==> config.mk <==
export PLATFORM = sky130hd
export DESIGN_NAME = aes256_key_expand
export DESIGN_NICKNAME = d
export VERILOG_FILES = /design/src/rtl/aes256_key_expand.sv
export SDC_FILE = /design/constraint.sdc
export NUM_CORES = 1
export LEC_CHECK = 0
export BUFFER_PORTS_ARGS = -buffer_cell sky130_fd_sc_hd__clkbuf_2
export CAP_MARGIN = 20
export CORE_MARGIN = 2
export CORE_UTILIZATION = 45
export DETAILED_ROUTE_END_ITERATION = 8
export PLACE_DENSITY = 0.68
export SLEW_MARGIN = 30
export SYNTH_ARGS = -nofsm -noshare
export SYNTH_HDL_FRONTEND = slang
export SYNTH_SLANG_ARGS = --single-unit
==> constraint.sdc <==
create_clock -name clk -period 5.1 [get_ports clk]
set_input_delay 0.765 -clock clk [delete_from_list [all_inputs] [get_ports clk]]
set_output_delay 0.765 -clock clk [all_outputs]
set_load 0.05 [all_outputs]
==> src/rtl/aes256_key_expand.sv <==
// Iterative AES-256 key schedule: emits round keys rk0..rk14 on a valid/ready stream, one per transfer.
// Optional round-key store with read port is enabled by defining AES256_KE_STORE_EN.
module aes256_key_expand #(
  parameter bit ZERO_ON_IDLE = 1'b1
) (
  input  logic         clk,
  input  logic         rst,
  input  logic [255:0] key,
  input  logic         key_load,
  input  logic         rk_ready,
  output logic         rk_valid,
  output logic [127:0] rk_data,
  output logic [3:0]   rk_idx,
  output logic         rk_last,
  output logic         busy,
  output logic         done
`ifdef AES256_KE_STORE_EN
  ,
  input  logic [3:0]   rd_idx,
  output logic [127:0] rd_data,
  output logic         store_valid
`endif
);

  // FIPS-197 S-box, byte 0x00 in the top byte of the table.
  localparam logic [2047:0] SBOX = {
    128'h637c777bf26b6fc53001672bfed7ab76, 128'hca82c97dfa5947f0add4a2af9ca472c0,
    128'hb7fd9326363ff7cc34a5e5f171d83115, 128'h04c723c31896059a071280e2eb27b275,
    128'h09832c1a1b6e5aa0523bd6b329e32f84, 128'h53d100ed20fcb15b6acbbe394a4c58cf,
    128'hd0efaafb434d338545f9027f503c9fa8, 128'h51a3408f929d38f5bcb6da2110fff3d2,
    128'hcd0c13ec5f974417c4a77e3d645d1973, 128'h60814fdc222a908846eeb814de5e0bdb,
    128'he0323a0a4906245cc2d3ac629195e479, 128'he7c8376d8dd54ea96c56f4ea657aae08,
    128'hba78252e1ca6b4c6e8dd741f4bbd8b8a, 128'h703eb5664803f60e613557b986c11d9e,
    128'he1f8981169d98e949b1e87e9ce5528df, 128'h8ca1890dbfe6426841992d0fb054bb16
  };

  function automatic logic [7:0] sbox(input logic [7:0] b);
    return SBOX[2047 - 8*int'(b) -: 8];
  endfunction

  function automatic logic [31:0] sub_word(input logic [31:0] w);
    return {sbox(w[31:24]), sbox(w[23:16]), sbox(w[15:8]), sbox(w[7:0])};
  endfunction

  typedef enum logic {IDLE, RUN} state_t;

  state_t         state, state_d;
  logic [255:0]   window, window_d;
  logic [3:0]     idx, idx_d;
  logic           busy_d, done_d;
  logic           transfer;
  logic [31:0]    w7, t_word, n0, n1, n2, n3;
  logic [7:0]     rcon;

  // Stream handshake: rk_valid is high for the whole RUN state; a round key
  // moves on a cycle where rk_valid & rk_ready are both high, and rk_data /
  // rk_idx hold steady until then. key_load overrides any transfer.
  assign rk_valid = (state == RUN);
  assign transfer = rk_valid & rk_ready;
  assign rk_idx   = idx;
  assign rk_last  = rk_valid & (idx == 4'd14);
  assign rk_data  = (ZERO_ON_IDLE && !rk_valid) ? '0 : window[255:128];

  // Next 4 schedule words; even steps use RotWord + Rcon, odd steps plain SubWord.
  assign w7     = window[31:0];
  assign rcon   = 8'h01 << idx[3:1];
  assign t_word = idx[0] ? sub_word(w7)
                         : (sub_word({w7[23:0], w7[31:24]}) ^ {rcon, 24'h0});
  assign n0 = window[255:224] ^ t_word;
  assign n1 = window[223:192] ^ n0;
  assign n2 = window[191:160] ^ n1;
  assign n3 = window[159:128] ^ n2;

  always_comb begin
    state_d  = state;
    window_d = window;
    idx_d    = idx;
    busy_d   = busy;
    done_d   = 1'b0;
    if (key_load) begin
      state_d  = RUN;
      window_d = key;
      idx_d    = 4'd0;
      busy_d   = 1'b1;
    end else if (transfer) begin
      if (idx == 4'd14) begin
        state_d = IDLE;
        busy_d  = 1'b0;
        done_d  = 1'b1;
      end else begin
        idx_d    = idx + 4'd1;
        window_d = {window[127:0], n0, n1, n2, n3};
      end
    end
  end

  always_ff @(posedge clk or negedge rst) begin
    if (!rst) begin
      state  <= IDLE;
      window <= '0;
      idx    <= '0;
      busy   <= 1'b0;
      done   <= 1'b0;
    end else begin
      state  <= state_d;
      window <= window_d;
      idx    <= idx_d;
      busy   <= busy_d;
      done   <= done_d;
    end
  end

`ifdef AES256_KE_STORE_EN
  logic [127:0] bank [15];

  // Only transfers that are not overridden by key_load are stored.
  always_ff @(posedge clk or negedge rst) begin
    if (!rst) begin
      for (int i = 0; i < 15; i++) bank[i] <= '0;
    end else if (transfer && !key_load) begin
      bank[idx] <= window[255:128];
    end
  end

  always_ff @(posedge clk or negedge rst) begin
    if (!rst) begin
      store_valid <= 1'b0;
    end else if (key_load) begin
      store_valid <= 1'b0;
    end else if (done) begin
      store_valid <= 1'b1;
    end
  end

  assign rd_data = (rd_idx <= 4'd14) ? bank[rd_idx] : '0;
`endif

endmodule

Yosys cells after proc, flatten, opt, wreduce, memory -nomap -nowiden
Index checks and enable logic that the tools add are counted.
{ "word_totals": {"reg_bits": 262, "inputBits": 260, "out_inout_bits": 136, "wordCells": 41} }
{ "classes": {"addsub": 5, "n_eq_ne": 2, "shifts": 5, "mux": 14, "bitwise_logic": 7, "n_reduce_logical": 4} }
{ "ops": {"columns": ["cell", "count"], "rows": [
  ["2055-bit by 12-bit variable part select with 8-bit output, first input constant", 4],
  ["256-bit two-way mux", 3],
  ["32-bit XOR", 5],
  ["128-bit two-way mux", 1],
  ["11-bit by 11-bit subtractor with 12-bit output, first input constant", 4],
  ["32-bit two-way mux", 1],
  ["4-bit two-way mux", 3],
  ["1-bit by 3-bit left shift with 8-bit output, first input constant", 1],
  ["1-bit two-way mux", 6],
  ["4-bit by 1-bit adder with 4-bit output, second input constant", 1],
  ["4-bit equality test, second input constant", 1],
  ["2-bit AND reduction", 2],
  ["2-bit nonzero test", 2],
  ["1-bit bitwise AND", 2],
  ["2-bit inequality test, second input constant", 1]
]} }

Depth between registers and ports, before layout
{ "depth": {"depth_word": 11, "depth_mapped": 16, "ltp_nobuf": 12} }

Worst setup path before layout
No wires, ideal clock.
{ "synth_timing": {"path_kind": "reg2reg", "startpoint": "reg window[9]", "endpoint": "reg window[18]", "setup_ns": 0.091, "arrival_time_ns": 3.792, "t_required_ns": 5.009, "setup_slack_ns": 1.217, "stages_incl_launch_ff": 16, "path_buffers": 3, "period_less_slack_ns": 3.883, "cell_sequence": "dfrtp_1 -> buf_2 -> buf_2 -> inv_1 -> ha_1 -> buf_2 -> nor2_1 -> nor2_1 -> mux4_2 -> mux4_2 -> mux2i_1 -> mux2i_1 -> xor2_1 -> xor3_1 -> xor2_1 -> o221ai_1"} }
{ "synth_between": {"elab_chain_len": 11} }
{ "synth_rtl": {"columns": ["element", "line", "text"], "rows": [
  ["from (decl)", "48", "logic [255:0] window, window_d;"],
  ["from (signal assigned)", "106", "window <= window_d;"],
  ["11-bit by 11-bit subtractor with 12-bit output", "38", "return SBOX[2047 - 8*int'(b) -: 8];"],
  ["2055-bit by 12-bit variable part select with 8-bit output", "38", null],
  ["32-bit XOR", "68", ": (sub_word({w7[23:0], w7[31:24]}) ^ {rcon, 24'h0});"],
  ["32-bit two-way mux", "67", "assign t_word = idx[0] ? sub_word(w7)"],
  ["32-bit XOR", "69", "assign n0 = window[255:224] ^ t_word;"],
  ["32-bit XOR", "70", "assign n1 = window[223:192] ^ n0;"],
  ["32-bit XOR", "71", "assign n2 = window[191:160] ^ n1;"],
  ["32-bit XOR", "72", "assign n3 = window[159:128] ^ n2;"],
  ["256-bit two-way mux", "86", "if (idx == 4'd14) begin"],
  ["256-bit two-way mux", "85", "end else if (transfer) begin"],
  ["256-bit two-way mux", "80", "if (key_load) begin"]
]} }
No other way between the ends. The select of a mux whose other input is x is not followed.
A chain may end at the register's enable or synchronous reset.

Worst setup path in the final report
{ "layout_timing": {"startpoint": "reg window[16]", "endpoint": "reg window[58]"} }
{ "layout_between": {"elab_chain_len": 10} }
{ "layout_rtl": {"columns": ["element", "line"], "rows": [
  ["11-bit by 11-bit subtractor with 12-bit output", "38"],
  ["2055-bit by 12-bit variable part select with 8-bit output", "38"],
  ["32-bit XOR", "68"],
  ["32-bit two-way mux", "67"],
  ["32-bit XOR", "69"],
  ["32-bit XOR", "70"],
  ["32-bit XOR", "71"],
  ["256-bit two-way mux", "86"],
  ["256-bit two-way mux", "85"],
  ["256-bit two-way mux", "80"]
]} }
No other way between the ends. The select of a mux whose other input is x is not followed.

==> flow_summary.toml <==
[outcome]
run_status = "finished, final reports clean"

[die]
top_level_ports = 396
starting_density_of_the_core_pct = 45.50
dieHeight_um = 261.8
dieArea_um2 = 68550
core-area_um2 = 65750
placementRows = 94
floorplan.die.width_um = 261.8

[yosys]
yosysWarningCount = 0
ys_async_sr_fraction_pct = 100.0
netlist.area_leader.share_pct = 21.92
synth_top_cells_by_count = "544 x sky130_fd_sc_hd__nand2_1, 295 x sky130_fd_sc_hd__nor2_1, 262 x sky130_fd_sc_hd__dfrtp_1, 261 x sky130_fd_sc_hd__clkbuf_1, 206 x sky130_fd_sc_hd__o21ai_0"
netlist_area_before_placement_um2 = 29910
post_synthesis_sequential_area_ratio_pct = 21.92
synth_net_count = 4020
most_repeated_cell_in_the_gate_level_netlist_after_synthesis = "sky130_fd_sc_hd__nand2_1"
synth.top_cells.by_area = "sky130_fd_sc_hd__dfrtp_1 22%, sky130_fd_sc_hd__mux4_2 10%, sky130_fd_sc_hd__nand2_1 6.8%"
synth-edff-count = 0
mean_instance_size_in_the_synthesized_netlist_um2 = 8.088
yosysTopAreaCell = "sky130_fd_sc_hd__dfrtp_1"
syn_inst = 3698
postSynthRegisterBits = 262
yosys.cell_types.count = 106
ys_dominant_reg_cell = "sky130_fd_sc_hd__dfrtp_1"

[drt]
number_of_detailed_route_iterations_in_the_first_pass = 8
drc = 0
detailroute.via_count = 31450
detail-route-antenna-nets = 0
post_drt_via_cell_ratio = 6.659
detailedRoute.firstIterationViolations = 4833
drt_wl_total_um = 124200
drt-wirelength-per-cell_um = 26.30

[sta]
final.setup.tns_ns = 0
period_share_pct = 90.11
timing_hold_violations_final = 0
setup_ws_ns = 0.5044
final_max_slew_viols = 0
max_freq_mhz = 217.6
worst-slew-pin-transition_ns = 0.9736
unrepaired_setup_endpoints_after_global_routing = "no"
fin_worst_skew_ns = 0.03392
worst_slew_margin_rel_pct = 34.27
final.hold.worst_slack_ns = 0.1916
finalSetupViolCount = 0
final_period_minus_worst_setup_slack_ns = 4.596

[setup_path]
rr_startpoint = "window[16]$_DFFE_PN0P_"
timing.critical_path.fanout_max = 14
crit_path_end_kind = "flip-flop"
critical_path_class = "flip-flop to flip-flop"
rrSetupSlack_ns = 0.50
r2r_end = "window[58]$_DFFE_PN0P_"
cp.required_ns = 5.53
worst_r2r_path_depth = 14
timing.critical_path.from_type = "flip-flop"
arrival_ns = 5.03

[power]
powerDensity_nw_per_um2 = 760.1
peakVddDrop_mv = 0.3290
static-leakage-power_nw = 14.03

[hold_path]
min_path_type = "input port to asynchronous set/reset pin"

[finish]
drive_gt1_share_pct = 21.75
area_delta_synth_final_pct = 11.48
area.sequential_um2 = 6576
multi_input_area_um2 = 21260
final_net_count = 4156
finalCoreUtilization_pct = 50.72
cell_area_after_layout_um2 = 33340
layout.filler_cells = 6314

[clock_tree]
root_buffer = "sky130_fd_sc_hd__clkbuf_16"
post_cts.resized_instances = 0
clkLatencyLatePin_ns = 0.61
cts_num_sinks = 262
cts_hold_buffers = 0
cts.repair_timing.setup_buffer_count = 0
cts_buffer_depth = 3
cts.htree.levels = 1
worst_setup_hold_path_clk_slew_ns = 0.06
cts-buffers-inserted = 31
tritoncts_clock_tree = "built"

[global_routing]
grt_max_degree = 187
track_usage_pct = 35.03
first_global_vias = 29050
initial_antenna_violation_count = 4
global_route_wire_length_before_repair_um = 185800
gr-total-overflow = 0

[job]
max-cap-violations = 0

[placed_design]
hpwlAfterDp_um = 89050
placement.io_buffers = 395
gp_routability_congestion = 1.097
dpl_worst_slack_ns = 0.5893
post_dp_cell_area_um2 = 32330
-- layout make-up --
class | instances | area share (%)
clock buffers | 48 | 2.728
inverters | 68 | 0.7655
repair buffers | 526 | 9.463
flip-flops and latches | 262 | 19.72
clock inverters | 9 | 0.3152
multi-input cells | 2945 | 63.76
diodes | 1 | 0.007505
well taps | 864 | 3.242
-- flip-flops by register name, indices dropped and copies added (netlist names) --
signal / flops
rk_idx: 4
done: 1
window: 256
rk_valid: 1
-- cell usage in the layout (no fill, tap or decap), types with 31 or more instances in the layout --
cell                        count
sky130_fd_sc_hd__nand2_1      544
sky130_fd_sc_hd__clkbuf_2     393
sky130_fd_sc_hd__nor2_1       294
sky130_fd_sc_hd__dfrtp_1      248
sky130_fd_sc_hd__o21ai_0      206
sky130_fd_sc_hd__and2_1       158
sky130_fd_sc_hd__a21oi_1      155
sky130_fd_sc_hd__mux4_2       138
sky130_fd_sc_hd__buf_4        117
sky130_fd_sc_hd__o221ai_1     102
sky130_fd_sc_hd__xnor2_1       96
sky130_fd_sc_hd__a221o_1       95
sky130_fd_sc_hd__mux2i_1       89
sky130_fd_sc_hd__nor3_1        88
sky130_fd_sc_hd__nand2b_1      83
sky130_fd_sc_hd__xor2_1        72
sky130_fd_sc_hd__nor2b_1       66
sky130_fd_sc_hd__nand3_1       62
sky130_fd_sc_hd__ha_1          62
sky130_fd_sc_hd__inv_1         56
sky130_fd_sc_hd__a31oi_1       53
sky130_fd_sc_hd__clkbuf_16     31
-- per-layer routing --
| metal | GRT usage [%] | vias to the layer above | routed length, µm |
|---|---|---|---|
| li1 | - | 13830 | - |
| met1 | 49.38 | 15220 | 51200 |
| met2 | 51.20 | 2017 | 53410 |
| met3 | 8.150 | 379 | 13500 |
| met4 | 15.01 | 6 | 6074 |
| met5 | 0 | - | 36 |
-- how the worst max path moves through the flow --
stage                                 from                endpoint  slack [ns]  cells after the start
floorplan            window[9]$_DFFE_PN0P_  window[18]$_DFFE_PN0P_        1.22                     15
global placement    window[16]$_DFFE_PN0P_  window[18]$_DFFE_PN0P_        0.70                     14
detailed placement  window[16]$_DFFE_PN0P_  window[18]$_DFFE_PN0P_        0.59                     14
CTS                 window[16]$_DFFE_PN0P_  window[18]$_DFFE_PN0P_        0.58                     14
global route        window[16]$_DFFE_PN0P_  window[18]$_DFFE_PN0P_        0.34                     14
finish              window[16]$_DFFE_PN0P_  window[58]$_DFFE_PN0P_        0.50                     14
-- power breakdown --
group	total, mW	switching [mW]	internal (mW)
Clock	2.29	0.968	1.32
Sequential	3.62	0.945	2.68
Combinational	19.4	11.7	7.74
-- kinds of logic after synthesis --
logic type	count (synthesis)	share of synthesized area, %
flops	262	21.92
compound gates	978	23.72
mux	262	14.88
buf+inv	491	7.107
fa+ha+maj	62	2.593
simple gates	1448	23.03
xor+xnor	195	6.751
-- critical path, cell delays in order (launching register included) --
cell	delay (ns)
sky130_fd_sc_hd__dfrtp_1	0.39
sky130_fd_sc_hd__inv_1	0.16
sky130_fd_sc_hd__ha_1	0.69
sky130_fd_sc_hd__buf_4	0.26
sky130_fd_sc_hd__nor2b_1	0.46
sky130_fd_sc_hd__nor2_1	0.11
sky130_fd_sc_hd__mux4_2	0.46
sky130_fd_sc_hd__mux4_2	0.47
sky130_fd_sc_hd__mux2i_1	0.35
sky130_fd_sc_hd__buf_4	0.20
sky130_fd_sc_hd__xor2_1	0.16
sky130_fd_sc_hd__o21ai_2	0.13
sky130_fd_sc_hd__xnor2_4	0.25
sky130_fd_sc_hd__xor2_1	0.18
sky130_fd_sc_hd__o221ai_1	0.14
-- metrics by stage --
step	std cells	total power, mW
global placement	4665	22.56
global route	4723	26.58
CTS	4722	24.72
finish	4723	25.35
floorplan	3698	16.94
detailed placement	4665	22.36
No activity file was read; power rests on OpenSTA's default activity.
